**config.mk**
```make
export PLATFORM = sky130hd
export DESIGN_NAME = mdl_dmasched_flat
export DESIGN_NICKNAME = d
export VERILOG_FILES = /design/src/rtl/mdl_dmasched_if.sv /design/src/rtl/mdl_dmasched.sv /design/src/flat_wrapper.sv
export SDC_FILE = /design/constraint.sdc
export NUM_CORES = 1
export LEC_CHECK = 0
export ABC_CLOCK_PERIOD_IN_PS = 5930
export CORE_ASPECT_RATIO = 1.75
export CORE_MARGIN = 2
export CORE_UTILIZATION = 50
export DETAILED_ROUTE_END_ITERATION = 16
export GPL_TIMING_DRIVEN = 1
export HOLD_SLACK_MARGIN = 0.02
export PLACE_DENSITY = 0.89
export SETUP_SLACK_MARGIN = 0.3
export SLEW_MARGIN = 5
export SYNTH_ARGS = -nofsm -noshare
export SYNTH_HDL_FRONTEND = slang
export SYNTH_SLANG_ARGS = --single-unit
export TNS_END_PERCENT = 10
```
**constraint.sdc**
```tcl
create_clock -name i_MCLK -period 5.93 [get_ports i_MCLK]
set_input_delay 1.4825 -clock i_MCLK [delete_from_list [all_inputs] [get_ports i_MCLK]]
set_output_delay 1.4825 -clock i_MCLK [all_outputs]
set_load 0.01 [all_outputs]
```
**src/rtl/mdl_dmasched_if.sv**
```systemverilog
// mdl_dmasched_if: bundles the DMA sequencer's control inputs, 68000 bus
// handshake and the front-end outputs.
//   master : the sequencer (drives BR/BGACK, ring, DMA_ACT, address, status)
//   slave  : the surrounding logic (drives start/abort, clock enable, BG/AS/DTACK)
interface mdl_dmasched_if #(
    parameter int unsigned ADDR_W = 23,
    parameter int unsigned LEN_W  = 9
);
    logic              i_CLK4M_PCEN_n;
    logic              i_XFER_START;
    logic              i_XFER_WR;
    logic [LEN_W-1:0]  i_XFER_LEN;
    logic [ADDR_W-1:0] i_XFER_ADDR;
    logic              i_XFER_ABORT;
    logic              i_BG_n;
    logic              i_AS_n;
    logic              i_DTACK_n;
    logic              o_BR_n;
    logic              o_BGACK_n;
    logic [7:0]        o_ROT8;
    logic              o_DMA_ACT;
    logic              o_DMA_WR_ACT_n;
    logic [ADDR_W-1:0] o_ADDR;
    logic              o_WORD_DONE;
    logic              o_BUSY;
    logic              o_XFER_DONE;

    modport master (
        input  i_CLK4M_PCEN_n, i_XFER_START, i_XFER_WR, i_XFER_LEN, i_XFER_ADDR,
               i_XFER_ABORT, i_BG_n, i_AS_n, i_DTACK_n,
        output o_BR_n, o_BGACK_n, o_ROT8, o_DMA_ACT, o_DMA_WR_ACT_n, o_ADDR,
               o_WORD_DONE, o_BUSY, o_XFER_DONE
    );

    modport slave (
        output i_CLK4M_PCEN_n, i_XFER_START, i_XFER_WR, i_XFER_LEN, i_XFER_ADDR,
               i_XFER_ABORT, i_BG_n, i_AS_n, i_DTACK_n,
        input  o_BR_n, o_BGACK_n, o_ROT8, o_DMA_ACT, o_DMA_WR_ACT_n, o_ADDR,
               o_WORD_DONE, o_BUSY, o_XFER_DONE
    );
endinterface

```
**src/rtl/mdl_dmasched.sv**
```systemverilog
// mdl_dmasched: DMA sequencer. Acquires the 68000 bus via BR/BG/BGACK, runs
// the 8-phase one-hot ROT8 timing ring for each word, and keeps the word
// address and remaining-length counters.
//   i_MCLK  : master clock; state moves only on steps (i_CLK4M_PCEN_n low)
//   i_RST   : asynchronous active-high reset
//   bus     : control/handshake/front-end signals (mdl_dmasched_if.master)
module mdl_dmasched #(
    parameter int unsigned ADDR_W = 23,
    parameter int unsigned LEN_W  = 9
) (
    input  logic           i_MCLK,
    input  logic           i_RST,
    mdl_dmasched_if.master bus
);
    localparam logic [7:0] RING_RST = 8'h01;

    typedef enum logic [2:0] {
        S_IDLE,
        S_REQ,
        S_WAITBUS,
        S_XFER,
        S_RELEASE
    } state_t;

    state_t            state_q, state_d;
    logic              br_n_q, br_n_d;
    logic              bgack_n_q, bgack_n_d;
    logic [7:0]        rot_q, rot_d;
    logic              act_q, act_d;
    logic              wr_act_n_q, wr_act_n_d;
    logic [ADDR_W-1:0] addr_q, addr_d;
    logic [LEN_W-1:0]  cnt_q, cnt_d;
    logic              wr_q, wr_d;
    logic              abort_q, abort_d;
    logic              word_done_q, word_done_d;
    logic              busy_q, busy_d;
    logic              xfer_done_q, xfer_done_d;

    logic              step_c;
    logic [LEN_W-1:0]  cnt_dec_c;

    assign step_c    = ~bus.i_CLK4M_PCEN_n;
    // Length 0 loads as 0 and wraps through all ones, giving 2^LEN_W words.
    assign cnt_dec_c = cnt_q - LEN_W'(1);

    // State and output registers
    always_ff @(posedge i_MCLK or posedge i_RST) begin
        if (i_RST) begin
            state_q     <= S_IDLE;
            br_n_q      <= 1'b1;
            bgack_n_q   <= 1'b1;
            rot_q       <= RING_RST;
            act_q       <= 1'b0;
            wr_act_n_q  <= 1'b1;
            addr_q      <= '0;
            cnt_q       <= '0;
            wr_q        <= 1'b0;
            abort_q     <= 1'b0;
            word_done_q <= 1'b0;
            busy_q      <= 1'b0;
            xfer_done_q <= 1'b0;
        end else begin
            state_q     <= state_d;
            br_n_q      <= br_n_d;
            bgack_n_q   <= bgack_n_d;
            rot_q       <= rot_d;
            act_q       <= act_d;
            wr_act_n_q  <= wr_act_n_d;
            addr_q      <= addr_d;
            cnt_q       <= cnt_d;
            wr_q        <= wr_d;
            abort_q     <= abort_d;
            word_done_q <= word_done_d;
            busy_q      <= busy_d;
            xfer_done_q <= xfer_done_d;
        end
    end

    // Next-state and output logic; pulses self-clear on the following MCLK
    always_comb begin
        state_d     = state_q;
        br_n_d      = br_n_q;
        bgack_n_d   = bgack_n_q;
        rot_d       = rot_q;
        act_d       = act_q;
        wr_act_n_d  = wr_act_n_q;
        addr_d      = addr_q;
        cnt_d       = cnt_q;
        wr_d        = wr_q;
        abort_d     = abort_q;
        word_done_d = 1'b0;
        busy_d      = busy_q;
        xfer_done_d = 1'b0;

        if (step_c) begin
            unique case (state_q)
                S_IDLE: begin
                    if (bus.i_XFER_START) begin
                        wr_d    = bus.i_XFER_WR;
                        cnt_d   = bus.i_XFER_LEN;
                        addr_d  = bus.i_XFER_ADDR;
                        abort_d = 1'b0;
                        busy_d  = 1'b1;
                        br_n_d  = 1'b0;
                        state_d = S_REQ;
                    end
                end
                S_REQ: begin
                    if (bus.i_XFER_ABORT) begin
                        br_n_d      = 1'b1;
                        busy_d      = 1'b0;
                        xfer_done_d = 1'b1;
                        state_d     = S_IDLE;
                    end else if (!bus.i_BG_n) begin
                        state_d = S_WAITBUS;
                    end
                end
                S_WAITBUS: begin
                    if (bus.i_XFER_ABORT) begin
                        br_n_d      = 1'b1;
                        busy_d      = 1'b0;
                        xfer_done_d = 1'b1;
                        state_d     = S_IDLE;
                    end else if (bus.i_AS_n && bus.i_DTACK_n) begin
                        // Previous master has finished its cycle: take the bus
                        bgack_n_d  = 1'b0;
                        br_n_d     = 1'b1;
                        act_d      = 1'b1;
                        wr_act_n_d = ~wr_q;
                        state_d    = S_XFER;
                    end
                end
                S_XFER: begin
                    if (bus.i_XFER_ABORT) begin
                        abort_d = 1'b1;
                    end
                    // Bit 5 is the DTACK wait phase
                    if (!(rot_q[5] && bus.i_DTACK_n)) begin
                        rot_d = {rot_q[6:0], rot_q[7]};
                    end
                    if (rot_q[7]) begin
                        word_done_d = 1'b1;
                        addr_d      = addr_q + ADDR_W'(1);
                        cnt_d       = cnt_dec_c;
                        if ((cnt_dec_c == '0) || abort_q || bus.i_XFER_ABORT) begin
                            act_d      = 1'b0;
                            wr_act_n_d = 1'b1;
                            rot_d      = RING_RST;
                            state_d    = S_RELEASE;
                        end
                    end
                end
                S_RELEASE: begin
                    bgack_n_d   = 1'b1;
                    xfer_done_d = 1'b1;
                    busy_d      = 1'b0;
                    state_d     = S_IDLE;
                end
                default: begin
                    state_d = S_IDLE;
                end
            endcase
        end
    end

    assign bus.o_BR_n         = br_n_q;
    assign bus.o_BGACK_n      = bgack_n_q;
    assign bus.o_ROT8         = rot_q;
    assign bus.o_DMA_ACT      = act_q;
    assign bus.o_DMA_WR_ACT_n = wr_act_n_q;
    assign bus.o_ADDR         = addr_q;
    assign bus.o_WORD_DONE    = word_done_q;
    assign bus.o_BUSY         = busy_q;
    assign bus.o_XFER_DONE    = xfer_done_q;
endmodule

```
**src/flat_wrapper.sv**
```systemverilog
// flat-port wrapper written by rule: the top's interface ports become plain ports
module mdl_dmasched_flat 
#(
    parameter int unsigned ADDR_W = 23,
    parameter int unsigned LEN_W  = 9
)
  (i_MCLK, i_RST, bus_i_CLK4M_PCEN_n, bus_i_XFER_START, bus_i_XFER_WR, bus_i_XFER_LEN, bus_i_XFER_ADDR, bus_i_XFER_ABORT, bus_i_BG_n, bus_i_AS_n, bus_i_DTACK_n, bus_o_BR_n, bus_o_BGACK_n, bus_o_ROT8, bus_o_DMA_ACT, bus_o_DMA_WR_ACT_n, bus_o_ADDR, bus_o_WORD_DONE, bus_o_BUSY, bus_o_XFER_DONE);
  mdl_dmasched_if #(.ADDR_W(ADDR_W), .LEN_W(LEN_W)) bus_i ();
  input  logic i_MCLK;
  input  logic i_RST;
  input wire logic [$bits(bus_i.i_CLK4M_PCEN_n)-1:0] bus_i_CLK4M_PCEN_n;
  input wire logic [$bits(bus_i.i_XFER_START)-1:0] bus_i_XFER_START;
  input wire logic [$bits(bus_i.i_XFER_WR)-1:0] bus_i_XFER_WR;
  input wire logic [$bits(bus_i.i_XFER_LEN)-1:0] bus_i_XFER_LEN;
  input wire logic [$bits(bus_i.i_XFER_ADDR)-1:0] bus_i_XFER_ADDR;
  input wire logic [$bits(bus_i.i_XFER_ABORT)-1:0] bus_i_XFER_ABORT;
  input wire logic [$bits(bus_i.i_BG_n)-1:0] bus_i_BG_n;
  input wire logic [$bits(bus_i.i_AS_n)-1:0] bus_i_AS_n;
  input wire logic [$bits(bus_i.i_DTACK_n)-1:0] bus_i_DTACK_n;
  output wire logic [$bits(bus_i.o_BR_n)-1:0] bus_o_BR_n;
  output wire logic [$bits(bus_i.o_BGACK_n)-1:0] bus_o_BGACK_n;
  output wire logic [$bits(bus_i.o_ROT8)-1:0] bus_o_ROT8;
  output wire logic [$bits(bus_i.o_DMA_ACT)-1:0] bus_o_DMA_ACT;
  output wire logic [$bits(bus_i.o_DMA_WR_ACT_n)-1:0] bus_o_DMA_WR_ACT_n;
  output wire logic [$bits(bus_i.o_ADDR)-1:0] bus_o_ADDR;
  output wire logic [$bits(bus_i.o_WORD_DONE)-1:0] bus_o_WORD_DONE;
  output wire logic [$bits(bus_i.o_BUSY)-1:0] bus_o_BUSY;
  output wire logic [$bits(bus_i.o_XFER_DONE)-1:0] bus_o_XFER_DONE;
  assign bus_i.i_CLK4M_PCEN_n = bus_i_CLK4M_PCEN_n;
  assign bus_i.i_XFER_START = bus_i_XFER_START;
  assign bus_i.i_XFER_WR = bus_i_XFER_WR;
  assign bus_i.i_XFER_LEN = bus_i_XFER_LEN;
  assign bus_i.i_XFER_ADDR = bus_i_XFER_ADDR;
  assign bus_i.i_XFER_ABORT = bus_i_XFER_ABORT;
  assign bus_i.i_BG_n = bus_i_BG_n;
  assign bus_i.i_AS_n = bus_i_AS_n;
  assign bus_i.i_DTACK_n = bus_i_DTACK_n;
  assign bus_o_BR_n = bus_i.o_BR_n;
  assign bus_o_BGACK_n = bus_i.o_BGACK_n;
  assign bus_o_ROT8 = bus_i.o_ROT8;
  assign bus_o_DMA_ACT = bus_i.o_DMA_ACT;
  assign bus_o_DMA_WR_ACT_n = bus_i.o_DMA_WR_ACT_n;
  assign bus_o_ADDR = bus_i.o_ADDR;
  assign bus_o_WORD_DONE = bus_i.o_WORD_DONE;
  assign bus_o_BUSY = bus_i.o_BUSY;
  assign bus_o_XFER_DONE = bus_i.o_XFER_DONE;
  mdl_dmasched #(.ADDR_W(ADDR_W), .LEN_W(LEN_W)) u_core (.i_MCLK(i_MCLK), .i_RST(i_RST), .bus(bus_i));
endmodule
```
; Word level (Yosys, flattened, before mapping)
; Index checks and enable logic that the tools add are counted.
[word_totals]
output_inout_bits = 38
input_bits = 41
regBits = 52
[op_classes]
reduce_logical = 21
mux = 44
n_addsub = 2
n_bitwise = 2
n_eq_ne = 14
[ops]
columns = operator, n
row1 = $mux W23, 2
row2 = $pmux W23 S2, 1
row3 = $mux W8, 3
row4 = $add A23 B1 Y23 const B, 1
row5 = $mux W3, 7
row6 = $mux W1, 20
row7 = $mux W9, 2
row8 = $pmux W9 S2, 1
row9 = $reduce_and A4 Y1, 4
row10 = $pmux W3 S4, 1
row11 = $reduce_and A6 Y1, 2
row12 = $pmux W1 S2, 5
row13 = $logic_not A9 Y1, 1
row14 = $sub A9 B1 Y9 const B, 1
row15 = $ne A2 B1 Y1 const B, 4
row16 = $ne A2 B2 Y1 const B, 4
row17 = $eq A3 B2 Y1 const B, 2
row18 = $pmux W1 S3, 2
row19 = $reduce_bool A2 Y1, 3
row20 = $reduce_bool A3 Y1, 2
row21 = $reduce_and A5 Y1, 1
row22 = $eq A3 B1 Y1 const B, 1
row23 = $eq A3 B3 Y1 const B, 1
row24 = $logic_not A3 Y1, 1
row25 = 8 further kinds, 11

; Longest topological paths before layout
[depth]
ltp_word = 7
depth_mapped = 9

; Worst setup path before layout
; No wires, ideal clock.
[synth_path]
kind = input to register
start = input port bus_i_XFER_START
end = register u_core.cnt_q[1]
setup_slack_ps = 3031
cell_stages = 7
path_buffers = 2
arrival_time_ps = 2768
required_time_ps = 5800
path_cell_list = nor4_1 > or2_2 > clkbuf_1 > or3_1 > clkbuf_1 > a211oi_1 > a21oi_1
[synth_between]
elab_chain_cells = 2
[synth_rtl]
columns = element, line
row1 = from (decl), flat_wrapper.sv:12  ; input wire logic [$bits(bus_i.i_XFER_START)-1:0] bus_i_XFER_START;
row2 = $ne A2 B2 Y1 (no source line), n/a
row3 = $reduce_and A4 Y1 (no source line), n/a
row4 = to (signal assigned), mdl_dmasched.sv:70  ; cnt_q <= cnt_d;
row5 = to (decl), mdl_dmasched.sv:32  ; logic [LEN_W-1:0] cnt_q, cnt_d;
; Every way passes these cells.
; A chain may end at the register's enable or synchronous reset.

; Worst setup path in the final report
[layout_path]
start = input port bus_i_CLK4M_PCEN_n
end = register u_core.cnt_q[1]
[layout_between]
elab_chain_cells = 2
[layout_rtl]
columns = element, line
row1 = from (decl), flat_wrapper.sv:11  ; input wire logic [$bits(bus_i.i_CLK4M_PCEN_n)-1:0] bus_i_CLK4M_PCEN_n;
row2 = $not A1 Y1 (no source line), n/a
row3 = $reduce_and A4 Y1 (no source line), n/a
; Every way passes these cells.

==> impl_metrics.json <==
{
  "cts.htree.levels": 2,
  "crit_chain": "clkdlybuf4s50_1 > or2_2 > or3_1 > a211oi_1 > a21oi_1",
  "cp.buffers_inverters": 1,
  "cts_resized": 0,
  "port_buffers": 78,
  "synth-edff-count": 0,
  "r2r_slack_ns": 3.18,
  "min_path_cells": 1,
  "pwr-share-comb": 0.529,
  "areaGrowthSynthToFinish_pct": 29.4,
  "tightestPinTransition_ns": 1.08,
  "dpl.hpwl_microns": 5910,
  "finalCritPeriodShare": 0.582,
  "endpoint_kind": "flop",
  "hold_end": "u_core.bus.o_DMA_WR_ACT_n",
  "clkPwrFrac": 0.104,
  "status": "complete, no violations",
  "nets": 471,
  "rr_startpoint": "u_core.cnt_q[0]",
  "tritoncts": "yes",
  "hold_path_class": "flop to flop",
  "yosysWarnings": 0,
  "io_pins": 79,
  "grt_overflow": 0,
  "ant_nets": 0,
  "synthFlopType": "dfrtp_1",
  "syn-num-nets": 407,
  "holdWs_ns": 0.447,
  "ys_async_sr_fraction": 1.00,
  "placed_cell_area_sq_mm": 0.00389,
  "fillCellCount": 532,
  "start_kind": "input pin",
  "critPathSlowestCell": "or3_1",
  "grt_first_pass_wirelength_microns": 13600,
  "clock.fmax_ghz": 0.290,
  "num_vias": 3115,
  "setup_ws_ns": 2.48,
  "antenna_found_initial": 0,
  "rows": 37,
  "p_int_mw": 1.12,
  "start_util": 0.519,
  "p_seq_frac": 0.367,
  "die_area_sq_mm": 0.00682,
  "yosysSeqAreaShare": 0.425,
  "numCtsBuffers": 5,
  "p_per_area_mw_per_mm2": 506,
  "p_switching_mw": 0.898,
  "min-delay-start": "u_core.wr_q",
  "worst-path-max-fanout": 31,
  "stdcell_area_sq_mm": 0.00398,
  "first_global_vias": 2875,
  "rsz0062_at_grt": "no",
  "drv_slew": 0,
  "gp_congestion": 0.893,
  "synth_cell_type_count": 56,
  "final_layout_size_suffix_gt1_frac": 0.0701,
  "setup_viol": 0,
  "routed_wl_microns": 8370,
  "criticalPathCategory": "input pin to flop",
  "wl_per_cell_microns": 16.5,
  "die_h_microns": 108,
  "clk_pin_slew_ns": 0.09,
  "p_leak_nw": 1.57,
  "post_cts_buffers": 0,
  "r2r_end": "u_core.bus.o_ROT8[7]",
  "die_width_microns": 63.3,
  "syn_area_sq_mm": 0.00308,
  "antennaDiodeCount": 0,
  "cp.arrival_ns": 3.61,
  "power_mw": 2.02,
  "period_needed_ns": 3.45,
  "synth.avg_cell_area_sq_um": 8.48,
  "crit_path_max_incr_delay_ns": 0.77,
  "grt_max_degree": 53,
  "clock_latency_ns": 0.30,
  "clock_skew_ns": 0.00516,
  "drc_errors": 0,
  "synth_cells": 363,
  "cts_buffer_depth": 2,
  "preCtsSetupSlack_ns": 2.15,
  "p_sw_frac": 0.446,
  "vias_per_cell": 6.16,
  "r2r_cells": 8,
  "fin_setup_tns_ns": 0,
  "required_ns": 6.09,
  "max_slew_margin": 0.279,
  "peakVddDrop_v": 0.000378,
  "synth-seq-cells": 52,
  "core_area_sq_mm": 0.00593,
  "crit_family": "simple AND/OR/NAND/NOR gates",
  "cts.hold.buffers_added": 0,
  "drv_cap": 0,
  "clock-sinks": 52,
  "first_pass_iters": 4,
  "grtUsageTotal": 0.248,
  "dr.first_iter.drc_count": 297,
  "clockRootBuffer": "clkbuf_8",
  "hold_viol_final": 0
}
[power by group through the flow]
| stage | sequential (mW) | clock, mW | combinational [mW] |
|---|---|---|---|
| global route | 0.765 | 0.229 | 1.18 |
| floorplan | 0.718 | 0 | 0.659 |
| global placement | 0.731 | 0 | 1.03 |
| CTS | 0.733 | 0.212 | 1.07 |
| finish | 0.739 | 0.210 | 1.07 |
| detailed placement | 0.739 | 0 | 1.06 |
[cell usage after synthesis, drive strengths merged, types with 3 or more instances]
cell / count / area [sq um]
a21o: 3 / 22.5
a21oi: 50 / 250
a22o: 5 / 43.8
a2bb2oi: 6 / 52.6
a31oi: 5 / 31.3
and2: 3 / 18.8
and3: 6 / 37.5
clkbuf: 21 / 78.8
dfrtp: 48 / 1200
dfstp: 4 / 105
ha: 3 / 37.5
inv: 6 / 22.5
nand2: 30 / 113
nand3: 18 / 90.1
nand4: 5 / 31.3
nor2: 37 / 139
nor2b: 3 / 21.3
nor3: 12 / 65.1
nor3b: 3 / 22.5
nor4: 4 / 25.0
o21a: 3 / 22.5
o21ai: 37 / 185
o22a: 4 / 35.0
o22ai: 8 / 50.1
or2: 3 / 18.8
[state kept, by name, summed over array words and instances (netlist names)]
| register | cells |
|---|---|
| u_core.bus.o_BR_n | 1 |
| u_core.bus.o_WORD_DONE | 1 |
| u_core.bus.o_XFER_DONE | 1 |
| u_core.cnt_q | 9 |
| u_core.abort_q | 1 |
| u_core.bus.o_BUSY | 1 |
| u_core.state_q | 3 |
| u_core.bus.o_DMA_ACT | 1 |
| u_core.bus.o_DMA_WR_ACT_n | 1 |
| u_core.bus.o_BGACK_n | 1 |
| u_core.wr_q | 1 |
| u_core.bus.o_ADDR | 23 |
| u_core.bus.o_ROT8 | 8 |
[through the flow]
stage / util / std cells
2_1_floorplan: - / 363
3_3_place_gp: 0.656 / 498
3_5_place_dp: 0.656 / 498
4_1_cts: 0.672 / 506
5_1_grt: 0.672 / 506
6_report: 0.672 / 506
[how the worst max path moves through the flow]
stage | slack (ns) | end | from | cells past startpoint
global placement | 2.23 | u_core.cnt_q[1] | bus_i_CLK4M_PCEN_n | 5
floorplan | 3.03 | u_core.cnt_q[1] | bus_i_XFER_START | 7
global route | 2.31 | u_core.bus.o_ADDR[15] | bus_i_CLK4M_PCEN_n | 5
finish | 2.48 | u_core.cnt_q[1] | bus_i_CLK4M_PCEN_n | 5
CTS | 2.47 | u_core.bus.o_ADDR[15] | bus_i_CLK4M_PCEN_n | 5
detailed placement | 2.15 | u_core.bus.o_ADDR[15] | bus_i_CLK4M_PCEN_n | 5
[cells in the final DEF (no fill, tap or decap), drive strengths merged, types with 4 or more instances in the layout]
cell type,Yosys,routed
clkbuf,21,6
nand4,5,5
a31oi,5,5
o22ai,8,8
clkdlybuf4s50,0,78
dfrtp,48,48
nand2,30,30
o22a,4,4
nor2,37,37
a21oi,50,50
nor3,12,12
nor4,4,4
dfstp,4,4
a22o,5,5
a2bb2oi,6,6
inv,6,6
o21ai,37,37
and3,6,6
nand3,18,18
[metal layers]
layer  GRT usage  wire [microns]  vias to the layer above
met5           0               0                        -
met4       0.104             318                        0
met3      0.0345             383                       28
met2       0.454            4540                      104
met1       0.285            3130                     1505
li1            -               -                     1478
[final cells by class]
cell class	count	area (sq um)	area share
inverters	6	22.5	0.00566
clock inverters	2	10.0	0.00251
multi-input cells	282	1670	0.419
clock buffers	6	82.6	0.0207
repair buffers	80	796	0.200
well taps	78	97.6	0.0245
flip-flops and latches	52	1310	0.328
[cell families after synthesis]
| logic type | synth area share |
|---|---|
| muxes | 0.0102 |
| adders and majority gates | 0.0122 |
| AOI/OAI and AO/OA | 0.290 |
| DFF | 0.425 |
| xor gates and xnor gates | 0.00854 |
| and+or+nand+nor | 0.216 |
| buffers and inverters | 0.0382 |
(Power assumes the default switching activity.)
